### config.mk
export PLATFORM = sky130hd
export DESIGN_NAME = lea_block_loader
export DESIGN_NICKNAME = d
export VERILOG_FILES = /design/src/rtl/lea_block_loader.sv
export SDC_FILE = /design/constraint.sdc
export NUM_CORES = 1
export LEC_CHECK = 0
export CORE_ASPECT_RATIO = 1.2
export CORE_MARGIN = 2
export CORE_UTILIZATION = 46
export DETAILED_ROUTE_END_ITERATION = 16
export GPL_TIMING_DRIVEN = 1
export PLACE_DENSITY = 0.77
export SYNTH_ARGS = -nofsm -noshare
export SYNTH_HDL_FRONTEND = slang
export SYNTH_SLANG_ARGS = --single-unit
### constraint.sdc
create_clock -name CLK -period 3.37 [get_ports CLK]
set_input_delay 0.337 -clock CLK [delete_from_list [all_inputs] [get_ports CLK]]
set_output_delay 0.337 -clock CLK [all_outputs]
set_load 0.02 [all_outputs]
### src/rtl/lea_block_loader.sv
// Purpose: assembles DEPTH beats of WIDTH bits into one parallel LEA block (plaintext or key); optional macro LEA_LOADER_ZERO_BUBBLE_EN.
// Latency: out_valid rises one cycle after the DEPTH-th beat is accepted; unload clears the block on the out_ready edge.
// Backpressure: in_ready is low while a block is held, so the source holds its beat; with the macro, unload and next accept share one edge.
module lea_block_loader #(
  parameter int WIDTH = 8,
  parameter int DEPTH = 16,
  parameter int CNT_W = $clog2(DEPTH + 1)
) (
  input  logic                   CLK,
  input  logic                   RST,
  input  logic                   CLR,
  input  logic                   DIR,
  input  logic [WIDTH-1:0]       Din,
  input  logic                   in_valid,
  output logic                   in_ready,
  output logic [DEPTH*WIDTH-1:0] Dout,
  output logic                   out_valid,
  input  logic                   out_ready,
  output logic [CNT_W-1:0]       count
);

  typedef enum logic [1:0] {
    IDLE = 2'd0,
    FILL = 2'd1,
    FULL = 2'd2
  } state_t;

  localparam logic [CNT_W-1:0] LAST = CNT_W'(DEPTH - 1);
  localparam logic [CNT_W-1:0] ONE  = CNT_W'(1);

  state_t                 state_q, state_d;
  logic [DEPTH*WIDTH-1:0] data_q, data_d;
  logic [CNT_W-1:0]       cnt_q, cnt_d;
  logic                   dir_q, dir_d;
  logic                   accept;
  logic                   wr_en;
  logic [CNT_W-1:0]       wr_idx;

  // Ready comes from the registered state only; the zero-bubble build also lets an unload free the slot.
  always_comb begin
`ifdef LEA_LOADER_ZERO_BUBBLE_EN
    in_ready = (state_q != FULL) || out_ready;
`else
    in_ready = (state_q != FULL);
`endif
  end

  assign accept = in_valid && in_ready;

  // Next-state and slot-write decode; CLR overrides everything, including a beat offered this cycle.
  always_comb begin
    state_d = state_q;
    data_d  = data_q;
    cnt_d   = cnt_q;
    dir_d   = dir_q;
    wr_en   = 1'b0;
    wr_idx  = '0;
    if (CLR) begin
      state_d = IDLE;
      data_d  = '0;
      cnt_d   = '0;
    end else begin
      unique case (state_q)
        IDLE: begin
          if (accept) begin
            // First beat fixes the fill order for the whole block.
            dir_d   = DIR;
            wr_en   = 1'b1;
            wr_idx  = DIR ? LAST : '0;
            cnt_d   = ONE;
            state_d = FILL;
          end
        end
        FILL: begin
          if (accept) begin
            wr_en   = 1'b1;
            wr_idx  = dir_q ? (LAST - cnt_q) : cnt_q;
            cnt_d   = cnt_q + ONE;
            state_d = (cnt_q == LAST) ? FULL : FILL;
          end
        end
        FULL: begin
          if (out_ready) begin
            data_d  = '0;
            cnt_d   = '0;
            state_d = IDLE;
`ifdef LEA_LOADER_ZERO_BUBBLE_EN
            // Unload and start the next block on the same edge.
            if (accept) begin
              dir_d   = DIR;
              wr_en   = 1'b1;
              wr_idx  = DIR ? LAST : '0;
              cnt_d   = ONE;
              state_d = FILL;
            end
`endif
          end
        end
        default: begin
          state_d = IDLE;
          data_d  = '0;
          cnt_d   = '0;
        end
      endcase
      if (wr_en) begin
        data_d[int'(wr_idx)*WIDTH +: WIDTH] = Din;
      end
    end
  end

  // State, block storage, beat count and latched direction.
  always_ff @(posedge CLK or negedge RST) begin
    if (!RST) begin
      state_q <= IDLE;
      data_q  <= '0;
      cnt_q   <= '0;
      dir_q   <= 1'b0;
    end else begin
      state_q <= state_d;
      data_q  <= data_d;
      cnt_q   <= cnt_d;
      dir_q   <= dir_d;
    end
  end

  assign Dout      = data_q;
  assign count     = cnt_q;
  assign out_valid = (state_q == FULL);

endmodule

# --- Word level (Yosys, flattened, before mapping) ---
# Cells that the tools add are included.
word_totals:
  elab_cells: 48
  output_inout_bits: 135
  input_bits: 14
  reg_bits: 136
classes:
  n_reduce_logical: 5
  mux: 26
  shifts: 2
  bitwise_logic: 1
  n_eq_ne: 7
  add_sub_neg: 3
ops:
  columns: ["cell", "n"]
  rows:
  - ["$mux 128", 4]
  - ["$pmux 128 s2", 1]
  - ["$bwmux 128", 1]
  - ["$shift 8x33->128 const A", 1]
  - ["$shiftx 8x33->128", 1]
  - ["$mux 5", 7]
  - ["$neg 8->33", 1]
  - ["$pmux 5 s3", 1]
  - ["$mux 2", 5]
  - ["$pmux 5 s2", 1]
  - ["$mux 4", 2]
  - ["$ne 3x3->1 const B", 2]
  - ["$pmux 2 s3", 1]
  - ["$reduce_and 3->1", 2]
  - ["$add 5x1->5 const B", 1]
  - ["$eq 5x4->1 const B", 1]
  - ["$sub 4x5->5 const A", 1]
  - ["$mux 1", 3]
  - ["$ne 3x2->1 const B", 1]
  - ["$eq 2x1->1 const B", 1]
  - ["$eq 2x2->1 const B", 1]
  - ["$logic_not 2->1", 1]
  - ["$ne 2x2->1 const B", 1]
  - ["$reduce_or 2->1", 1]
  - ["other kinds (2)", 2]

# --- Depth between registers and ports, before layout ---
logic_depth:
  word_depth: 10
  depth_mapped: 14
  mapped_depth_nobuf: 12

# --- Worst setup path after synthesis ---
# Ideal clock, no wire load.
synth_timing:
  kind: "register to register"
  from: "register cnt_q[0], in the netlist count[0]"
  to: "register data_q[103], in the netlist Dout[103]"
  slack_ns: -0.013
  required_ns: 3.291
  synth_period_minus_slack_ns: 3.383
  path_stages_with_launch: 14
  setup_ns: 0.079
  t_arrival_ns: 3.304
  path_buffers: 1
  path_cell_list: "dfrtp_1 xnor2_1 a211oi_4 inv_4 ha_1 nand2_1 nor2_1 ha_1 nand2b_1 or3_1 nor2_1 and4b_1 buf_6 mux2i_1"
synth_between:
  elab_chain_cells: 10
  elab_cells_between_ends: 11
  classes_between: "add/sub: 2; shift: 2; mux: 7"
synth_lines:
  columns: ["element", "line", "text"]
  rows:
  - ["start: declaration", "33", "logic [CNT_W-1:0] cnt_q, cnt_d;"]
  - ["start signal: assignment", "121", "cnt_q <= cnt_d;"]
  - ["$sub 4x5->5", "77", "wr_idx = dir_q ? (LAST - cnt_q) : cnt_q;"]
  - ["$mux 5 *", "77", null]
  - ["$mux 5 *", "75", "if (accept) begin"]
  - ["$pmux 5 s2 *", "63", "unique case (state_q)"]
  - ["$mux 5 *", "58", "if (CLR) begin"]
  - ["$neg 8->33 *", "106", "data_d[int'(wr_idx)*WIDTH +: WIDTH] = Din;"]
  - ["$shiftx 8x33->128 or $shift 8x33->128 (tied branches)", "106", null]
  - ["$bwmux 128 *", "106", null]
  - ["$mux 128 *", "105", "if (wr_en) begin"]
  - ["$mux 128 *", "58", null]
  - ["via data_d[103]", "32", "logic [DEPTH*WIDTH-1:0] data_q, data_d;"]
  - ["end signal: assignment", "120", "data_q <= data_d;"]
  - ["end: declaration", "32", null]
# Mark *: on every way through the listed nets, which the timed path passes. The rest lies on a longest branch. The select of a mux whose other input is x is not followed.
# A chain may end at the register's enable or synchronous reset.

# --- Final worst setup path ---
layout_timing:
  from: "register cnt_q[0], in the netlist count[0]"
  to: "register data_q[19], in the netlist Dout[19]"
# Same word-level chain as after synthesis.

==> run_results.csv <==
group,metric,value,unit
final_layout,fin_area,8850,um2
global_routing,grt_use_total,23.5,%
final_layout,final_common_cell,"nand2_1",
worst_setup_path,path_buf_inv,2,
timing,rsz0062_at_grt,"false",
final_layout,final_cell_mix,"nand2_1, clkdlybuf4s50_1, dfrtp_1, mux2i_1, buf_4",
logic_synthesis,synth_edf_count,0,
power,powerDensity,431,nW/um2
drt,drc_errors,0,
placed_design,portBuffers,148,
clock_network,cts.sinks,136,
logic_synthesis,synth_seq_area_share,52.0,%
global_routing,grt_overflow,0,
clock_network,postCtsHoldBufs,0,
logic_synthesis,synth_flop_cell,"dfrtp_1",
logic_synthesis,synth_cells,583,
drt,routedWlPerCell,18.7,um
logic_synthesis,synth_async_sr_flop_share,100,%
die,placementRows,47,
clock_network,clkTransAtPathRegs,60,ps
final_layout,nets,760,
timing,tns,0,ps
worst_setup_path,critPathKind,"reg2reg",
global_routing,antenna_found_initial,0,
worst_setup_path,slowest_stage,"dfrtp_1",
worst_setup_path,cpPeakStageDelay,490,ps
worst_setup_path,crit_chain,"xnor2_1 -> a211oi_4 -> inv_4 -> ha_1 -> nand2_1 -> nor2_1 -> ha_1 -> nand2b_1 -> or3_1 -> nor2_2 -> buf_4 -> o211ai_4 -> mux2i_1",
drt,ant_nets,0,
placed_design,gp_congestion,0.937,
clock_network,cts_tree,"done",
placed_design,dpl_cell_area,8270,um2
die,core,13800,um2
job,maxCapViolCount,0,
drt,num_vias,5035,
timing,maxSlewHeadroom,31.3,%
logic_synthesis,yosys_warnings,0,
worst_setup_path,crit_path_start_kind,"register",
die,die_w,113,um
status,status,"finished, final reports clean",
power,seq_power_share,43.5,%
drt,via_per_inst,5.44,
final_layout,n_antenna_cell,0,
die,ios,149,
logic_synthesis,synth-seq-cells,136,
timing,fin_skew,7.94,ps
final_layout,area_growth,35.3,%
logic_synthesis,syn_avg_cell_area,11.2,um2
worst_setup_path,cp.required,3690,ps
clock_network,htreeDepth,4,
timing,worstMarginPinSlew,1030,ps
timing,final_min_period_over_clock_period,91.0,%
global_routing,grt_pass1_vias,5242,
logic_synthesis,synth_nets,600,
worst_setup_path,path_common_cell,"ha_1",
worst_setup_path,reg2reg_slack,300,ps
die,initial_core_util,47.3,%
clock_network,cts_buffers,17,
die,dieArea,15200,um2
power,switching_share,25.2,%
worst_setup_path,critPathTopFamily,"simple AND/OR/NAND/NOR gates",
logic_synthesis,syn-cell-area,6540,um2
placed_design,dp_slack,-41.5,ps
power,share_comb_of_total_power,9.5,%
worst_setup_path,end_kind,"register",
power,p_int,2.85,mW
final_layout,n_fill_cell,1060,
clock_network,cts_root_buf,"clkbuf_16",
hold_path,hold_class,"in2async",
power,total_power,3.82,mW
timing,setup_viol,0,
drt,drtIter0Drc,257,
timing,finalMaxSlewViolations,0,
worst_setup_path,worstPathArrival,3390,ps
worst_setup_path,worstPathMaxFanout,9,
power,power.net_switching,0.963,mW
final_layout,drive_above_1_share,12.3,%
die,die_y,135,um
timing,layout_setup_ws,303,ps
placed_design,place_hpwl,12400,um
timing,hold_viol_final,0,
final_layout,final_util,64.0,%
logic_synthesis,ys_types,56,
timing,fmax,326,MHz
power,ir_drop,323,uV
timing,period_needed,3070,ps
drt,dr.pass1.iters,5,
power,leakage,4.26,nW
global_routing,grt_max_degree,114,
power,pwr-share-clk,47.1,%
drt,wl,17300,um
clock_network,clkLatencyLatePin,420,ps
clock_network,clockBufferDepth,2,
global_routing,grt_pass1_wl,28200,um
==> cells by family (layout without fill, tap and decap cells) <==
logic type      count (synthesis)  count (layout)  share of synthesized area (%)
buf+inv                        37             209                           3.41
compound gates                 31              31                           5.85
simple gates                  241             241                           17.5
flops                         136             136                           52.0
xor+xnor                        5               5                          0.670
mux                           130             130                           19.9
fa+ha+maj                       3               3                          0.574
==> power groups by stage <==
stage	Clock [mW]	Combinational [mW]	Sequential (mW)
4_1_cts	1.81	0.360	1.66
6_report	1.80	0.362	1.66
2_1_floorplan	0	0.230	1.68
3_3_place_gp	0	0.351	1.69
5_1_grt	1.90	0.392	1.66
3_5_place_dp	0	0.358	1.69
==> worst paths after layout <==
kind                                       from             endpoint  cells past startpoint
setup / recovery           count[0]$_DFFE_PN0P_   Dout[19]$_DFF_PN0_                     13
min in group CLK             Dout[27]$_DFF_PN0_   Dout[27]$_DFF_PN0_                      2
setup reg to reg           count[0]$_DFFE_PN0P_   Dout[19]$_DFF_PN0_                     13
hold / removal                              RST   Dout[34]$_DFF_PN0_                      1
max in group asynchronous                   RST  Dout[105]$_DFF_PN0_                      2
hold reg to reg              Dout[27]$_DFF_PN0_   Dout[27]$_DFF_PN0_                      2
==> worst register-to-register path, stage by stage (launching register included) <==
cell and delay, ps:
dfrtp_1 490, xnor2_1 210, a211oi_4 290, inv_4 90, ha_1 220, nand2_1 90
nor2_1 50, ha_1 310, nand2b_1 80, or3_1 390, nor2_2 150, buf_4 160
o211ai_4 170, mux2i_1 280
==> registers in the layout (all words and copies together), names as in the netlist <==
| register | flops |
|---|---|
| state_q | 2 |
| count | 5 |
| Dout | 128 |
| dir_q | 1 |
==> layer usage <==
metal	share of wire (%)	global-route usage (%)	vias up
met5	0	0	-
met4	2.1	8.13	0
met3	4.3	5.12	29
met2	53	40.3	143
met1	41	29.7	2556
li1	-	-	2307
==> area by class of cell <==
class | count | area [um2] | area share, %
tap | 171 | 214 | 2.42
sequential | 136 | 3410 | 38.5
clock buffer | 21 | 480 | 5.43
timing repair buffer | 175 | 1710 | 19.3
clock inverter | 10 | 95.1 | 1.07
multi-input combinational | 410 | 2930 | 33.1
inverter | 3 | 13.8 | 0.156
==> Yosys cell counts (all sizes together) (7+ instances only) <==
master	n	share of area, %
nor2b	9	0.86
dfrtp	136	52
mux2i	129	20
clkbuf	18	1.0
nand2b	8	0.88
nand3	10	1.3
buf	16	2.2
nor2	17	1.2
nand2	166	9.5
nor3	7	0.69
==> timing repair <==
action | CTS | global route
setup endpoints to repair | 0 | 2
endpoints found under the hold margin | 0 | 0
gates resized for setup | 0 | 2
buffers inserted | 0 | 0
==> through the flow <==
step / hold slack (ps) / instances
2_1_floorplan: 41.4 / 583
3_3_place_gp: 512 / 895
4_1_cts: 114 / 926
5_1_grt: 142 / 926
6_report: 44.7 / 926
3_5_place_dp: 521 / 895
(Power assumes the default switching activity.)
